<file path="src/rtl/mips_fetch_unit.sv">
// Instruction-fetch stage: holds the PC, fetches one word over req/ack and computes the next PC.
// Optional performance counters are compiled in when MIPS_FETCH_PERF_EN is defined.
module mips_fetch_unit #(
  parameter logic [31:0] RESET_PC       = 32'h0000_0000,
  parameter int unsigned PERF_CNT_WIDTH = 32
) (
  input  logic        i_clk,
  input  logic        i_rst_n,
  output logic        o_imem_req,
  output logic [31:0] o_imem_addr,
  input  logic        i_imem_ack,
  input  logic [31:0] i_imem_rdata,
  output logic [31:0] o_instr,
  output logic [5:0]  o_op_code,
  output logic        o_instr_valid,
  output logic [31:0] o_pc,
  input  logic        i_retire,
  input  logic        i_is_jump,
  input  logic        i_is_branch,
  input  logic        i_alu_zero
`ifdef MIPS_FETCH_PERF_EN
  ,
  output logic [PERF_CNT_WIDTH-1:0] o_retired_cnt,
  output logic [PERF_CNT_WIDTH-1:0] o_stall_cnt
`endif
);

  typedef enum logic [1:0] {S_IDLE, S_REQ, S_VALID} state_t;

  state_t      r_state;
  logic [31:0] r_pc;
  logic [31:0] r_instr;
  logic        r_instr_valid;
  logic        r_imem_req;

  logic [31:0] w_pc4;
  logic [31:0] w_br_off;
  logic [31:0] w_next_pc;

  // Jump wins over branch when decode raises both.
  always_comb begin
    w_pc4    = r_pc + 32'd4;
    w_br_off = {{14{r_instr[15]}}, r_instr[15:0], 2'b00};
    if (i_is_jump) begin
      w_next_pc = {w_pc4[31:28], r_instr[25:0], 2'b00};
    end else if (i_is_branch && i_alu_zero) begin
      w_next_pc = w_pc4 + w_br_off;
    end else begin
      w_next_pc = w_pc4;
    end
  end

  always_ff @(posedge i_clk or negedge i_rst_n) begin
    if (!i_rst_n) begin
      r_state       <= S_IDLE;
      r_pc          <= RESET_PC;
      r_instr       <= 32'h0;
      r_instr_valid <= 1'b0;
      r_imem_req    <= 1'b0;
    end else begin
      case (r_state)
        S_IDLE: begin
          r_state    <= S_REQ;
          r_imem_req <= 1'b1;
        end
        S_REQ: begin
          if (i_imem_ack) begin
            r_state       <= S_VALID;
            r_instr       <= i_imem_rdata;
            r_instr_valid <= 1'b1;
            r_imem_req    <= 1'b0;
          end
        end
        S_VALID: begin
          if (i_retire) begin
            r_state       <= S_REQ;
            r_pc          <= w_next_pc;
            r_instr_valid <= 1'b0;
            r_imem_req    <= 1'b1;
          end
        end
        default: begin
          r_state       <= S_IDLE;
          r_instr_valid <= 1'b0;
          r_imem_req    <= 1'b0;
        end
      endcase
    end
  end

  assign o_imem_req    = r_imem_req;
  assign o_imem_addr   = r_pc;
  assign o_pc          = r_pc;
  assign o_instr       = r_instr;
  assign o_op_code     = r_instr[31:26];
  assign o_instr_valid = r_instr_valid;

`ifdef MIPS_FETCH_PERF_EN
  logic [PERF_CNT_WIDTH-1:0] r_retired_cnt;
  logic [PERF_CNT_WIDTH-1:0] r_stall_cnt;

  // Both counters wrap silently at their maximum.
  always_ff @(posedge i_clk or negedge i_rst_n) begin
    if (!i_rst_n) begin
      r_retired_cnt <= '0;
      r_stall_cnt   <= '0;
    end else begin
      if (r_state == S_VALID && i_retire) begin
        r_retired_cnt <= r_retired_cnt + PERF_CNT_WIDTH'(1);
      end
      if (r_state == S_REQ && !i_imem_ack) begin
        r_stall_cnt <= r_stall_cnt + PERF_CNT_WIDTH'(1);
      end
    end
  end

  assign o_retired_cnt = r_retired_cnt;
  assign o_stall_cnt   = r_stall_cnt;
`endif

endmodule

</file>
<file path="config.mk">
export PLATFORM = sky130hd
export DESIGN_NAME = mips_fetch_unit
export DESIGN_NICKNAME = d
export VERILOG_FILES = /design/src/rtl/mips_fetch_unit.sv
export SDC_FILE = /design/constraint.sdc
export NUM_CORES = 1
export LEC_CHECK = 0
export CORE_UTILIZATION = 40
export CTS_CLUSTER_SIZE = 20
export DETAILED_ROUTE_END_ITERATION = 10
export GPL_ROUTABILITY_DRIVEN = 0
export PLACE_DENSITY = 0.76
export SYNTH_ARGS = -nofsm -noshare
export SYNTH_HDL_FRONTEND = slang
export SYNTH_SLANG_ARGS = --single-unit
</file>
<file path="constraint.sdc">
create_clock -name i_clk -period 4.86 [get_ports i_clk]
set_input_delay 0.972 -clock i_clk [delete_from_list [all_inputs] [get_ports i_clk]]
set_output_delay 0.972 -clock i_clk [all_outputs]
set_load 0.05 [all_outputs]
</file>
==> key figures, run 1 <==
GRT
  • First-pass GRT wire length: 24,300 um
  • Pin count of the biggest net entering global routing: 51
  • GRT met1 Usage: 29.4%
  • GR Layer Usage met3: 4.31%
  • Grt peak-use layer: met2
  • Overall Global Routing Usage: 21.9%
  • Gr ovfl total: 0
  • Met2 Usage GRT: 33.9%
  • Initial antenna violation count: 0
  • Vias in the first global route: 4,830

Clocking
  • CTS Buf Count: 9
  • Worst-skew pair later-pin latency: 340 ps
  • CTS tree: yes
  • Root Driver: clkbuf_16
  • Clk sinks: 65
  • Resized cells post-CTS: 0
  • CTS Buffer Depth: 2
  • H-Tree Depth: 3
  • Cts hold-fix bufs: 0
  • Clk pin slew, worst setup/hold paths: 60 ps
  • Setup bufs post-CTS: 0

Setup path
  • WP data required: 5120 ps
  • Setup slack, reg-to-reg: 870 ps
  • Critical Path Source Type: register
  • CP max FO: 8
  • Critical Setup Path Class: register to register
  • Setup crit end kind: register
  • CP arrival: 4250 ps

Placed design
  • Post-DP HPWL: 11,000 um
  • IO Port Bufs: roughly 140
  • Dpl ws: between 900 and 1000 ps

Worst hold path
  • Min-Delay Path Class: register to register

Yosys
  • Gate Count Post-Synth: 617
  • Synth Cell Area: 5330 um^2
  • Post-Syn Area per Cell: 8.64 um^2
  • Top-count cell post-synth: nand2_1
  • Synthesis Warnings: 0
  • Top cells by area, synth: dfrtp_1 31%, ha_1 8.7%, mux2_2 6.8%, buf_4 5.6%, nand2_1 5.0%
  • Ys flop type: dfrtp_1
  • Post-synth top cells: 71 x nand2_1, 65 x dfrtp_1, 47 x nor2_1, 42 x a21oi_1, 42 x o21ai_0
  • Synthesized flop and latch total: 65
  • Seq/Total Area, Yosys: 30.5%
  • EDFF count, synth: 0
  • Top-area cell type share of the netlist area: 30.5%
  • Area leader, netlist: dfrtp_1
  • Async S/R FF share, synth: 100%
  • Post-synthesis cell type count: 59

Timing
  • Crit path setup slack, layout: around 870 ps
  • Hold Slack: between 500 and 600 ps
  • Clock Skew: 6.44 ps
  • Rel. slew slack: between 20% and 30%
  • Max Freq: around 250 MHz
  • Fin Setup TNS: 0 ps
  • Final hold vios: 0
  • Worst-Margin Slew: 1110 ps
  • Slew Viols, Final: 0
  • Endpoints failing setup: 0
  • Tmin final: 3990 ps
  • RSZ-0062 raised after global routing: no
  • Final period util: approximately 80%

Cells and area
  • Nets: slightly below 800
  • Util after Layout: roughly 54%
  • Synth-to-layout area growth: 28.7%
  • Antenna diodes: 0
  • Share of layout cells above drive strength 1: 9.14%

Floorplan
  • I/O Pins: around 140
  • Die area: 13,800 um^2
  • Die outline height: 117 um
  • Site Rows: between 40 and 50
  • Starting Density: about 42%
  • Placeable Area: approximately 13,000 um^2
  • Die W: 117 um

Route
  • Post-route ant nets: 0
  • Wirelength per Cell: 17.0 um
  • DR iter-0 viols: ~280
  • DRT Pass-1 Iters: 5
  • Drt total wl: 15,000 um
  • DRC: 0
  • DR vias/cell: 5.62
  • Routed vias: 4,963

Run status
  • Status: completed

Job
  • Max-cap violation count: 0
[kinds of logic (layout without fill, tap and decap cells)]
logic type / count (synthesis) / count (layout) / synth area share (%)
AO/OA/AOI/OAI: 171 / 171 / 20.9
adder cells (fa/ha/maj): 38 / 38 / 9.06
other: 1 / 4 / 0.0703
AND/OR/NAND/NOR: 184 / 184 / 16.1
multiplexers: 34 / 34 / 7.13
flip-flops: 65 / 65 / 30.5
XOR/XNOR: 50 / 50 / 8.21
buffers and inverters: 74 / 165 / 8.02
[placed cells by master, fill, tap and decap left out, drive strengths merged, types with 10 or more instances in the layout]
master           n
mux2            32
a21oi           44
clkdlybuf4s50  137
nor2            47
a21o            10
nand2           71
o21ai           50
ha              37
xnor2           28
a211oi          12
xor2            22
nor3            12
dfrtp           65
nand3           13
nand4           12
clkbuf          10
[worst max-delay path, cell delays in order (launching register included)]
cell,delay (ps)
dfrtp_1,460
and4_1,320
and4_1,330
nand2_1,180
nor2_1,180
xor2_1,210
ha_1,320
a21oi_1,170
o21ai_1,90
o41a_1,410
or2_1,280
o211ai_1,230
a21boi_0,160
nor3b_2,210
mux2i_1,230
xnor2_1,140
[worst paths after layout]
path                                   end  cells after the start            from
min                             o_imem_req                      1      r_state[1]
max                        o_imem_addr[31]                     15  o_imem_addr[4]
min reg2reg                     o_imem_req                      1      r_state[1]
max reg2reg                o_imem_addr[31]                     15  o_imem_addr[4]
min in group asynchronous  o_imem_addr[16]                      1         i_rst_n
max in group asynchronous       o_imem_req                      2         i_rst_n
[per-layer routing]
layer	share of wire, %	wire length (um)
met5	0	0
met4	2.3	340
met3	7.2	1090
met2	45	6730
met1	46	6870
[stage by stage]
stage,area (um^2),std cells
after floorplan,5340,620
after global placement,6570,867
after detailed placement,6570,867
after CTS,6860,883
after global routing,6860,883
final,6860,883
[cell type report]
type	instances	area, um^2
Sequential cell	65	1630
Clock inverter	6	57.6
Multi-Input combinational cell	481	3290
Clock buffer	10	239
Inverter	8	30.0
Timing Repair Buffer	141	1400
Fill cell	1170	5960
Tap cell	172	215
[registers in the layout, indices dropped and copies added, names as in the netlist]
register,cells
o_imem_addr,30
r_state,1
o_instr_valid,1
o_imem_req,1
o_instr,32
Power of run 1 is not shown: default switching activity piles up to over one toggle a cycle in this logic, so the estimate is an artifact.
==> inputs of run 2 (changes only) <==
--- a/config.mk
+++ b/config.mk
@@ -9,7 +9,7 @@
 export CTS_CLUSTER_SIZE = 20
 export DETAILED_ROUTE_END_ITERATION = 10
 export GPL_ROUTABILITY_DRIVEN = 0
-export PLACE_DENSITY = 0.76
+export PLACE_DENSITY = 0.79
 export SYNTH_ARGS = -nofsm -noshare
 export SYNTH_HDL_FRONTEND = slang
 export SYNTH_SLANG_ARGS = --single-unit
==> constraint.sdc (replaced) <==
create_clock -name i_clk -period 3.3 [get_ports i_clk]
set_input_delay 0.66 -clock i_clk [delete_from_list [all_inputs] [get_ports i_clk]]
set_output_delay 0.66 -clock i_clk [all_outputs]
set_load 0.05 [all_outputs]
==> key figures, run 2 (synthesis results as in run 1) <==
Route
  • Post-route ant nets: 0 (unchanged)
  • DRC: 0 (unchanged)
  • Wirelength per Cell: 18.3 um (was 17.0 um)
  • DR iter-0 viols: 600 (was 275)
  • DRT Pass-1 Iters: 5 (unchanged)
  • Routed vias: 5,743 (was 4,963)
  • Drt total wl: 18,100 um (was 15,000 um)
  • DR vias/cell: 5.81 (was 5.62)

Timing
  • Endpoints failing setup: 8 (was 0)
  • Final period util: 112% (was 82.1%)
  • Slew Viols, Final: 0 (unchanged)
  • Rel. slew slack: 36.1% (was 25.5%)
  • Fin Setup TNS: -1140 ps (was 0 ps)
  • Tmin final: 3690 ps (was 3990 ps)
  • Crit path setup slack, layout: -391 ps (was 872 ps)
  • Final hold vios: 0 (unchanged)
  • Max Freq: 271 MHz (was 251 MHz)
  • Clock Skew: 11.3 ps (was 6.44 ps)
  • RSZ-0062 raised after global routing: yes (was no)
  • Worst-Margin Slew: 959 ps (was 1110 ps)

Cells and area
  • Nets: 888 (was 783)
  • Most frequent cells in the layout: 137 x clkdlybuf4s50_1, 107 x buf_4, 67 x nand2_1 (was 137 x clkdlybuf4s50_1, 71 x nand2_1, 65 x dfrtp_1)
  • Share of layout cells above drive strength 1: 28.6% (was 9.14%)
  • Commonest non-fill, non-tap cell in the layout: clkdlybuf4s50_1 (unchanged)
  • Max reg flops: 32 (unchanged)
  • Synth-to-layout area growth: 49.3% (was 28.7%)
  • Antenna diodes: 0 (unchanged)

Setup path
  • Setup crit end kind: register (unchanged)
  • Reg2reg path depth: 16 (was 15)
  • Critical Path Source Type: register (unchanged)
  • Worst r2r src: o_imem_addr[4] (unchanged)
  • Crit-path cells: and4_4, and4_4, nand3_4, nor2_2, xnor2_1, ha_1, nand2_2, o21ai_2, o41a_1, or2_1, o211ai_1, buf_4, nand3b_1, nor3b_4, mux2i_1, xnor2_1 (was and4_1, and4_1, nand2_1, nor2_1, xor2_1, ha_1, a21oi_1, o21ai_1, o41a_1, or2_1, o211ai_1, a21boi_0, nor3b_2, mux2i_1, xnor2_1)
  • CP arrival: 3970 ps (was 4250 ps)
  • Setup slack, reg-to-reg: -390 ps (was 870 ps)
  • Critical Setup Path Class: register to register (unchanged)
  • Max incr delay on CP: 370 ps (was 460 ps)
  • Crit-path slowest cell: o41a_1 (was dfrtp_1)
  • CP max FO: 6 (was 8)
  • WP data required: 3580 ps (was 5120 ps)
  • FF-to-FF End: o_imem_addr[31] (unchanged)

Clocking
  • Cts hold-fix bufs: 0 (unchanged)
  • H-Tree Depth: 3 (unchanged)
  • Clk sinks: 65 (unchanged)
  • Root Driver: clkbuf_16 (unchanged)
  • Clk pin slew, worst setup/hold paths: 60 ps (about the same)
  • CTS Buf Count: 9 (unchanged)
  • Worst-skew pair later-pin latency: 350 ps (was 340 ps)
  • CTS Buffer Depth: 2 (unchanged)
  • CTS tree: yes (unchanged)

Placed design
  • Dpl ws: -232 ps (was 982 ps)
  • Post-DP HPWL: 12,600 um (was 11,000 um)
  • IO Port Bufs: 138 (unchanged)

Floorplan
  • I/O Pins: 143 (unchanged)
  • Placeable Area: 12,800 um^2 (unchanged)
  • Site Rows: 41 (unchanged)
  • Die area: 13,800 um^2 (unchanged)
  • Die outline height: 117 um (unchanged)
  • Starting Density: 41.6% (unchanged)
  • Die W: 117 um (unchanged)

Worst hold path
  • Min-Delay Path Class: primary input to asynchronous set/reset pin (was register to register)

Run status
  • Status: finished, violations left (was completed)
  • Failing checks: setup timing

Job
  • Max-cap violation count: 0 (unchanged)

GRT
  • Initial antenna violation count: 0 (unchanged)
  • Overall Global Routing Usage: 24.5% (was 21.9%)
  • Vias in the first global route: 5,507 (was 4,830)
  • Gr ovfl total: 0 (unchanged)
  • Pin count of the biggest net entering global routing: 51 (unchanged)
  • First-pass GRT wire length: 27,200 um (was 24,300 um)
==> run 2: cell count changes in the layout (fill, tap and decap cells not counted), sizes merged <==
cell      previous run  this run
buf                  4       109
bufinv               1         0
clkbuf              10        11
clkinv               4         1
clkinvlp             1         3
inv                  8         9
==> run 2: stage by stage <==
stage          cells  util [%]  hold WS, ps  area (um^2)
3_5_place_dp     950      56.5          512         7250
5_1_grt          988      62.1          358         7960
6_report         988      62.1          318         7960
3_3_place_gp     950      56.5          482         7250
2_1_floorplan    620         -          364         5410
4_1_cts          974      59.6          326         7640
==> run 2: layout make-up <==
cell class / instances / area, um^2
Fill cell: 1025 / 4860
Multi-Input combinational cell: 481 / 3600
Timing Repair Buffer: 246 / 2190
Sequential cell: 65 / 1640
Clock buffer: 11 / 243
Tap cell: 172 / 215
Clock inverter: 5 / 40.0
Inverter: 8 / 30.0
==> run 2: critical path: cells and delay by family, from the launching register on <==
family / cells / cell delay, ps
AND/OR/NAND/NOR: 8 / 1400
AO/OA/AOI/OAI: 3 / 820
flip-flops: 1 / 350
XOR/XNOR: 2 / 320
adder cells (fa/ha/maj): 1 / 310
multiplexers: 1 / 200
buffers and inverters: 1 / 190
==> run 2: per-layer routing <==
metal	track usage (%)	share of wire, %	vias up
li1	-	-	2573
met1	30.8	41	2706
met2	40.1	47	389
met3	5.47	8.6	75
met4	11.4	3.9	0
met5	0	0	-
==> run 2: worst max-delay path by stage <==
stage               slack [ps]  cells past startpoint               to             from
finish                    -390                     16  o_imem_addr[31]   o_imem_addr[4]
global route              -450                     17  o_imem_addr[31]   o_imem_addr[4]
CTS                       -100                     16  o_imem_addr[31]   o_imem_addr[4]
detailed placement        -230                     15  o_imem_addr[31]   o_imem_addr[4]
global placement          -100                     14  o_imem_addr[31]  o_imem_addr[11]
floorplan                 -220                     15  o_imem_addr[31]   o_imem_addr[4]
==> run 2: repair_timing <==
item	4_1_cts	5_1_grt
endpoints found under the setup margin	8	17
resized for setup	16	47
pin swaps	25	32
buffers inserted	8	14
Power of run 2 is left out for the same reason.
==> inputs of run 3 (changes only) <==
--- a/config.mk
+++ b/config.mk
@@ -5,11 +5,11 @@
 export SDC_FILE = /design/constraint.sdc
 export NUM_CORES = 1
 export LEC_CHECK = 0
+export ABC_CLOCK_PERIOD_IN_PS = 3800
 export CORE_UTILIZATION = 40
-export CTS_CLUSTER_SIZE = 20
 export DETAILED_ROUTE_END_ITERATION = 10
 export GPL_ROUTABILITY_DRIVEN = 0
-export PLACE_DENSITY = 0.79
+export PLACE_DENSITY = 0.76
 export SYNTH_ARGS = -nofsm -noshare
 export SYNTH_HDL_FRONTEND = slang
 export SYNTH_SLANG_ARGS = --single-unit
==> constraint.sdc (replaced) <==
create_clock -name i_clk -period 3.8 [get_ports i_clk]
set_input_delay 0.76 -clock i_clk [delete_from_list [all_inputs] [get_ports i_clk]]
set_output_delay 0.76 -clock i_clk [all_outputs]
set_load 0.05 [all_outputs]
==> key figures, run 3 (synthesis results as in run 1) <==
Run status
  • Status: completed (was finished, violations left)

Route
  • DRC: 0 (unchanged)
  • Drt total wl: 15,600 um (was 18,100 um)
  • DR vias/cell: 5.77 (was 5.81)
  • Post-route ant nets: 0 (unchanged)
  • Routed vias: 5,235 (was 5,743)
  • DR iter-0 viols: 306 (was 600)
  • DRT Pass-1 Iters: 5 (unchanged)
  • Wirelength per Cell: 17.2 um (was 18.3 um)

GRT
  • First-pass GRT wire length: 25,700 um (was 27,200 um)
  • Gr ovfl total: 0 (unchanged)
  • Pin count of the biggest net entering global routing: 66 (was 51)
  • Overall Global Routing Usage: 23.1% (was 24.5%)
  • Vias in the first global route: 5,116 (was 5,507)
  • Initial antenna violation count: 0 (unchanged)

Cells and area
  • Commonest non-fill, non-tap cell in the layout: clkdlybuf4s50_1 (unchanged)
  • Layout fillers: 1,139 (was 1,025)
  • Nets: 809 (was 888)
  • Max reg flops: 32 (unchanged)
  • Synth-to-layout area growth: 34.0% (was 49.3%)
  • Share of layout cells above drive strength 1: 14.7% (was 28.6%)
  • Design area: 7140 um^2 (was 7960 um^2)
  • Most frequent cells in the layout: 137 x clkdlybuf4s50_1, 70 x nand2_1, 62 x dfrtp_1 (was 137 x clkdlybuf4s50_1, 107 x buf_4, 67 x nand2_1)
  • Antenna diodes: 0 (unchanged)

Placed design
  • IO Port Bufs: 138 (unchanged)
  • Post-DP HPWL: 11,500 um (was 12,600 um)
  • Placed instance area: 6720 um^2 (was 7250 um^2)
  • Dpl ws: -20.9 ps (was -232 ps)

Floorplan
  • Die outline height: 117 um (unchanged)
  • Site Rows: 41 (unchanged)
  • I/O Pins: 143 (unchanged)
  • Die area: 13,800 um^2 (unchanged)
  • Placeable Area: 12,800 um^2 (unchanged)
  • Die W: 117 um (unchanged)
  • Starting Density: 41.6% (unchanged)

Setup path
  • FF-to-FF End: o_imem_addr[31] (unchanged)
  • Setup slack, reg-to-reg: 120 ps (was -390 ps)
  • CP arrival: 3950 ps (was 3970 ps)
  • Reg2reg path depth: 15 (was 16)
  • Setup crit end kind: register (unchanged)
  • WP data required: 4070 ps (was 3580 ps)
  • Crit path from: o_imem_addr[7] (was o_imem_addr[4])
  • Critical Setup Path Class: register to register (unchanged)
  • CP max FO: 5 (was 6)
  • Critical Path Source Type: register (unchanged)
  • Worst r2r src: o_imem_addr[7] (was o_imem_addr[4])
  • Crit path capture: o_imem_addr[31] (unchanged)

Timing
  • Max Freq: 272 MHz (was 271 MHz)
  • Clock Skew: 9.48 ps (was 11.3 ps)
  • Final period util: 96.9% (was 112%)
  • RSZ-0062 raised after global routing: yes (unchanged)
  • Endpoints failing setup: 0 (was 8)
  • Fin Setup TNS: 0 ps (was -1140 ps)
  • Final hold vios: 0 (unchanged)
  • Rel. slew slack: 37.2% (was 36.1%)
  • Worst-Margin Slew: 942 ps (was 959 ps)
  • Slew Viols, Final: 0 (unchanged)
  • Crit path setup slack, layout: 120 ps (was -391 ps)
  • Tmin final: 3680 ps (was 3690 ps)

Clocking
  • H-Tree Depth: 3 (unchanged)
  • Cts hold-fix bufs: 0 (unchanged)
  • CTS Buf Count: 9 (unchanged)
  • Clk sinks: 65 (unchanged)
  • CTS tree: yes (unchanged)
  • CTS Buffer Depth: 2 (unchanged)
  • Worst-skew pair later-pin latency: 350 ps (about the same)
  • Clk pin slew, worst setup/hold paths: 60 ps (about the same)
  • Root Driver: clkbuf_16 (unchanged)

Job
  • Max-cap violation count: 0 (unchanged)

Worst hold path
  • Min-Delay Path Class: register to register (was primary input to asynchronous set/reset pin)
run 3: metal layers:
layer | up-vias | track usage (%) | wire [um]
met3 | 33 | 7.12 | 1380
met4 | 0 | 9.29 | 321
met2 | 265 | 36.1 | 7240
met1 | 2527 | 29.6 | 6660
met5 | - | 0 | 0
li1 | 2410 | - | -
run 3: stage by stage:
step	std cells	hold slack, ps	utilization (%)
final	908	519	55.7
after global routing	908	551	55.7
after CTS	902	529	54.7
after detailed placement	887	506	52.4
after global placement	887	483	52.4
after floorplan	620	464	-
run 3: final cells by class:
| type | count | area, um^2 | share of cell area [%] |
|---|---|---|---|
| repair buffers | 167 | 1590 | 22.3 |
| multi-input cells | 481 | 3380 | 47.3 |
| flip-flops and latches | 65 | 1630 | 22.8 |
| clock inverters | 5 | 56.3 | 0.788 |
| inverters | 8 | 30.0 | 0.420 |
| well taps | 172 | 215 | 3.01 |
| clock buffers | 10 | 239 | 3.35 |
run 3: worst min path at each step:
stage,start,end,slack [ps],depth (start not counted)
detailed placement,o_instr_valid,o_instr_valid,510,2
CTS,o_instr_valid,o_instr_valid,530,2
finish,r_state[1],o_instr_valid,520,1
floorplan,i_rst_n,o_imem_addr[10],460,0
global route,r_state[1],o_imem_req,550,1
global placement,r_state[1],o_imem_req,480,1
run 3: critical path, cell delays in order (launching register included):
cell and delay, ps:
dfrtp_1 400, and4_4 260, and4_4 280, nand2_1 110, nor3_2 130, xor2_1 220, ha_1 310, nand2_1 120
o21ai_1 100, o41a_1 440, or2_1 270, o211ai_1 260, a21boi_1 120, nor3b_2 180, mux2i_1 240, xnor2_1 140
run 3: repair_timing:
item	in CTS	in global routing
gates resized for setup	2	20
setup endpoints to repair	2	13
pin swaps	0	8
setup buffers	0	6
Power of run 3 is left out for the same reason.
